--- config.mk ---
export PLATFORM = sky130hd
export DESIGN_NAME = qix_rom_loader
export DESIGN_NICKNAME = d
export VERILOG_FILES = /design/src/rtl/qix_rom_loader.sv
export SDC_FILE = /design/constraint.sdc
export NUM_CORES = 1
export LEC_CHECK = 0
export ABC_AREA = 1
export CAP_MARGIN = 20
export CORE_AREA = 2 2 77 79
export DETAILED_ROUTE_END_ITERATION = 16
export DIE_AREA = 0 0 79 81
export PLACE_DENSITY = 0.78
export SLEW_MARGIN = 20
export SYNTH_ARGS = -nofsm -noshare
export SYNTH_HDL_FRONTEND = slang
export SYNTH_SLANG_ARGS = --single-unit
export TNS_END_PERCENT = 5
--- constraint.sdc ---
create_clock -name clk_20m -period 3.4 [get_ports clk_20m]
set_clock_uncertainty 0.15 [all_clocks]
set_input_delay 1.02 -clock clk_20m [delete_from_list [all_inputs] [get_ports clk_20m]]
set_output_delay 1.02 -clock clk_20m [all_outputs]
set_load 0.03 [all_outputs]
--- src/rtl/qix_rom_loader.sv ---
// qix_rom_loader: splits HPS ROM download bytes into per-CPU ROM write strobes
// and checks that a complete image of the expected length arrived.
module qix_rom_loader #(
  parameter logic [7:0] ROM_INDEX      = 8'd0,
  parameter int         EXPECTED_BYTES = 36864
) (
  input  logic        clk_20m,
  input  logic        reset,
  input  logic        ioctl_download,
  input  logic [7:0]  ioctl_index,
  input  logic        ioctl_wr,
  input  logic [24:0] ioctl_addr,
  input  logic [7:0]  ioctl_data,
  output logic [13:0] rom_addr,
  output logic [7:0]  rom_data,
  output logic        data_cpu_we,
  output logic        video_cpu_we,
  output logic        sound_cpu_we,
  output logic        cpu_hold,
  output logic        load_done,
  output logic        load_error
);
  typedef enum logic [1:0] {IDLE, LOAD, CHECK, DONE} state_t;
  state_t      state_q, state_d;
  logic        wr_prev_q, dl_prev_q, ovf_q, ovf_d, done_q, done_d, err_q, err_d;
  logic [15:0] count_q, count_d, count_base;
  logic [13:0] addr_q, addr_d;
  logic [7:0]  data_q, data_d;
  logic [2:0]  we_q, we_d;
  logic        dl_match, start, accept, in_data, in_video, in_sound, past_end, check_ok;
  assign dl_match   = ioctl_download && (ioctl_index == ROM_INDEX);
  assign start      = dl_match && !dl_prev_q && (state_q == IDLE || state_q == DONE);
  assign accept     = dl_match && ioctl_wr && !wr_prev_q && (state_q == LOAD || start);
  assign in_data    = ioctl_addr < 25'h4000;
  assign in_video   = !in_data && ioctl_addr < 25'h8000;
  assign in_sound   = ioctl_addr >= 25'h8000 && ioctl_addr < 25'h9000;
  assign past_end   = ioctl_addr >= 25'h9000;
  assign check_ok   = count_q == 16'(EXPECTED_BYTES) && !ovf_q;
  assign count_base = start ? 16'd0 : count_q;
  always_comb begin
    state_d = state_q;
    case (state_q)
      IDLE, DONE: state_d = start ? LOAD : state_q;
      LOAD:       state_d = dl_match ? LOAD : CHECK;
      CHECK:      state_d = DONE;
      default:    state_d = IDLE;
    endcase
    count_d = (accept && count_base != 16'hFFFF) ? count_base + 16'd1 : count_base;
    ovf_d   = (ovf_q && !start) || (accept && past_end);
    done_d  = start ? 1'b0 : (state_q == CHECK) ? check_ok : done_q;
    err_d   = start ? 1'b0 : (state_q == CHECK) ? !check_ok : err_q;
    we_d    = accept ? {in_sound, in_video, in_data} : 3'b000;
    addr_d  = accept ? (in_sound ? {2'b00, ioctl_addr[11:0]} : ioctl_addr[13:0]) : addr_q;
    data_d  = accept ? ioctl_data : data_q;
  end
  // Edge detectors come out of reset "high" so a download or strobe already
  // in progress when reset releases is not mistaken for a fresh start.
  always_ff @(posedge clk_20m or negedge reset) begin
    if (!reset) begin
      state_q   <= IDLE;
      wr_prev_q <= 1'b1;
      dl_prev_q <= 1'b1;
      count_q   <= '0;
      ovf_q     <= 1'b0;
      done_q    <= 1'b0;
      err_q     <= 1'b0;
      addr_q    <= '0;
      data_q    <= '0;
      we_q      <= '0;
    end else begin
      state_q   <= state_d;
      wr_prev_q <= ioctl_wr;
      dl_prev_q <= dl_match;
      count_q   <= count_d;
      ovf_q     <= ovf_d;
      done_q    <= done_d;
      err_q     <= err_d;
      addr_q    <= addr_d;
      data_q    <= data_d;
      we_q      <= we_d;
    end
  end
  assign rom_addr     = addr_q;
  assign rom_data     = data_q;
  assign data_cpu_we  = we_q[0];
  assign video_cpu_we = we_q[1];
  assign sound_cpu_we = we_q[2];
  assign load_done    = done_q;
  assign load_error   = err_q;
  assign cpu_hold     = !(state_q == DONE && done_q);
endmodule
==> results.py <==
metrics = {
    "die": {
        "rows": 28,
        "ios": 73,
        "die_area_um2": 6400,
        "die_w_um": 79,
        "initial_core_util_pct": 45.6,
        "die_height_um": 81,
        "core_area_um2": 5680,
    },
    "timing": {
        "fin_crit_sh_pct": 92.6,
        "tightest_slew_ns": 0.601,
        "finalHoldViolations": 0,
        "setup_viol": 0,
        "fin_crit_ns": 3.15,
        "tns_ns": 0,
        "max_freq_ghz": 0.318,
        "relSlewSlack_pct": 59.9,
        "hold_ws_ns": 0.334,
        "finalMaxSlewViolations": 0,
        "rsz0062_at_grt": "false",
    },
    "global_route": {
        "grt_first_pass_wirelength_um": 10600,
        "grtUsageTotal_pct": 21.0,
        "grt-ovfl-total": 0,
        "grt_pass1_vias": 2478,
        "grt_max_degree": 49,
        "antenna_found_initial": 0,
    },
    "route": {
        "vias": 2510,
        "first_iter_violations": 168,
        "routed_wl_um": 6090,
        "drt_pass1_iterations": 4,
        "wl_per_cell_um": 12.1,
        "via_per_inst": 4.98,
        "drc": 0,
        "antenna_left": 0,
    },
    "clocking": {
        "cts_setup_buffers": 0,
        "post_cts_resized": 0,
        "cts_hold_buf": 0,
        "h-tree-depth": 2,
        "cts.sinks": 48,
        "cts_root_buf": "clkbuf_8",
        "cts_buffer_depth": 2,
        "numCtsBuffers": 5,
        "cts.clk_slew.worst_paths_ns": 0.09,
        "cts_tree": "done",
        "insertion_delay_ns": 0.30,
    },
    "synthesis": {
        "synth_nets": 390,
        "yosys_warnings": 0,
        "synth_edf_count": 0,
        "yosysSeqAreaShare_pct": 46.5,
        "synth_area_leader_cell": "dfrtp_1",
        "syn_avg_cell_area_um2": 7.59,
        "synth_area_leaders": "dfrtp_1, nand2_1, nand3_1",
        "syn_area_um2": 2590,
        "synth_flop_cell": "dfrtp_1",
        "yosys.area.top_type_share_pct": 44.5,
        "synth_cells": 341,
        "ys_ff_latch": 48,
        "async_reset_ff_share_pct": 100,
        "synth_cell_types": 35,
    },
    "setup_path": {
        "timing.rr.end": "count_q[8]",
        "rrSetupSlack_ns": 0.69,
        "rr_worst_depth": 16,
        "worstSetupStartpointType": "primary input",
        "arrival_ns": 3.20,
        "crit_path_end_kind": "register",
        "worst-endpoint-required_ns": 3.45,
        "critPathMaxFanout": 7,
        "critPathKind": "in -> reg",
        "crit-reg2reg-launch": "state_q[0]",
    },
    "cells_and_area": {
        "antenna_cells": 0,
        "nFillCells": 509,
        "fin_area_um2": 3570,
        "nets": 477,
        "drive_gt1_share_pct": 9.56,
        "syn2layout_area_growth_pct": 38.1,
    },
    "worst_hold_path": {
        "hold_path.startpoint": "rom_data[6]",
        "hold_path_end": "rom_data[6]",
        "hold_depth": 2,
        "hold_class": "reg -> reg",
    },
    "place": {
        "portBuffers": 72,
        "placed_area_um2": 3460,
        "gp_congestion": 0.919,
        "hpwlAfterDp_um": 4540,
    },
    "run_status": {
        "outcome": "complete, no violations",
    },
    "power_and_ir_drop": {
        "p_per_area_nw_per_um2": 340,
        "p_total_w": 0.00121,
        "ir_drop_mv": 0.254,
        "p_leak_nw": 1.77,
    },
    "job": {
        "maxCapViolations": 0,
    },
}
[cell families after synthesis]
kind of cell	Yosys count	synth area share [%]
compound gates	13	3.58
simple gates	229	38.9
flops	48	46.5
fa+ha+maj	4	1.93
xor+xnor	5	1.69
buf+inv	42	7.40
[placed cells by master (no fill, tap or decap), drive strengths merged]
| cell | n |
|---|---|
| nand3 | 29 |
| nand2 | 149 |
| a21oi | 2 |
| nand3b | 1 |
| nand4 | 12 |
| nor3 | 5 |
| bufinv | 1 |
| o21ai | 6 |
| and2 | 1 |
| buf | 18 |
| inv | 34 |
| clkdlybuf4s50 | 71 |
| dfrtp | 46 |
| o211a | 1 |
| a211oi | 1 |
| or2 | 1 |
| dfstp | 2 |
| xor2 | 3 |
| nor2 | 24 |
| or3 | 1 |
| xnor2 | 2 |
| ha | 4 |
| clkbuf | 5 |
| o32a | 1 |
| o22ai | 1 |
| nor4 | 6 |
| clkinvlp | 1 |
| o21bai | 1 |
[flip-flops by register name (all words and copies together), names as in the netlist, 2 cells and up]
name / flops
state_q: 2
rom_data: 8
rom_addr: 14
we_q: 3
count_q: 16
[report_power, final]
part / internal [W] / switching [W]
sequential: 0.000588 / 0.0000137
combinational: 0.0000968 / 0.0000935
clock: 0.000222 / 0.000201
[worst max path at each step]
stage,from,end,slack [ns],cells past startpoint
2_1_floorplan,ioctl_index[3],count_q[2],0.16,18
3_3_place_gp,ioctl_index[7],count_q[8],0.03,18
3_5_place_dp,ioctl_index[7],count_q[8],-0.04,18
4_1_cts,ioctl_index[7],count_q[8],0.28,18
5_1_grt,ioctl_index[5],count_q[8],0.02,18
6_report,ioctl_index[7],count_q[8],0.25,18
[synthesized netlist by cell type (2+ instances only)]
| cell | instances |
|---|---|
| nor4_1 | 6 |
| nand3_1 | 28 |
| inv_2 | 3 |
| buf_2 | 3 |
| ha_1 | 4 |
| nor2_2 | 4 |
| nand4_2 | 2 |
| clkbuf_1 | 2 |
| nor3_1 | 4 |
| o21ai_0 | 6 |
| dfstp_2 | 2 |
| inv_1 | 30 |
| nand2_1 | 149 |
| nand4_1 | 9 |
| nor2_1 | 20 |
| buf_6 | 2 |
| xor2_1 | 3 |
| dfrtp_1 | 46 |
| xnor2_1 | 2 |
[metrics by stage]
step                cells  util, %  setup WS, ns
floorplan             341        -         0.162
global placement      496     60.9        0.0341
detailed placement    496     60.9       -0.0367
CTS                   504     62.9         0.275
global route          504     62.9        0.0240
finish                504     62.9         0.252
[routing by layer]
metal	GRT usage (%)	wire length [µm]
met5	0	0
met1	25.5	2640
met4	7.07	116
met3	5.56	401
met2	36.3	2930
[worst max-delay path, cell delays in order]
cell,delay [ns]
clkdlybuf4s50_1,0.45
nor2_1,0.04
nand2_1,0.07
nor2_2,0.05
nand4_4,0.07
nand2_1,0.08
inv_1,0.08
ha_1,0.16
nand2_1,0.06
inv_1,0.06
nand3_1,0.09
buf_4,0.16
nor2_2,0.23
inv_1,0.08
nor2_1,0.21
nand2_1,0.08
o21bai_1,0.13
nand2_1,0.07
[cell type report]
class / count / area, µm² / area share (%)
Inverter: 33 / 124 / 3.47
Sequential cell: 48 / 1200 / 33.7
Clock buffer: 5 / 68.8 / 1.93
Timing Repair Buffer: 89 / 843 / 23.6
Tap cell: 75 / 93.8 / 2.63
Clock inverter: 3 / 46.3 / 1.30
Multi-Input combinational cell: 251 / 1190 / 33.4
(Power assumes the default switching activity.)
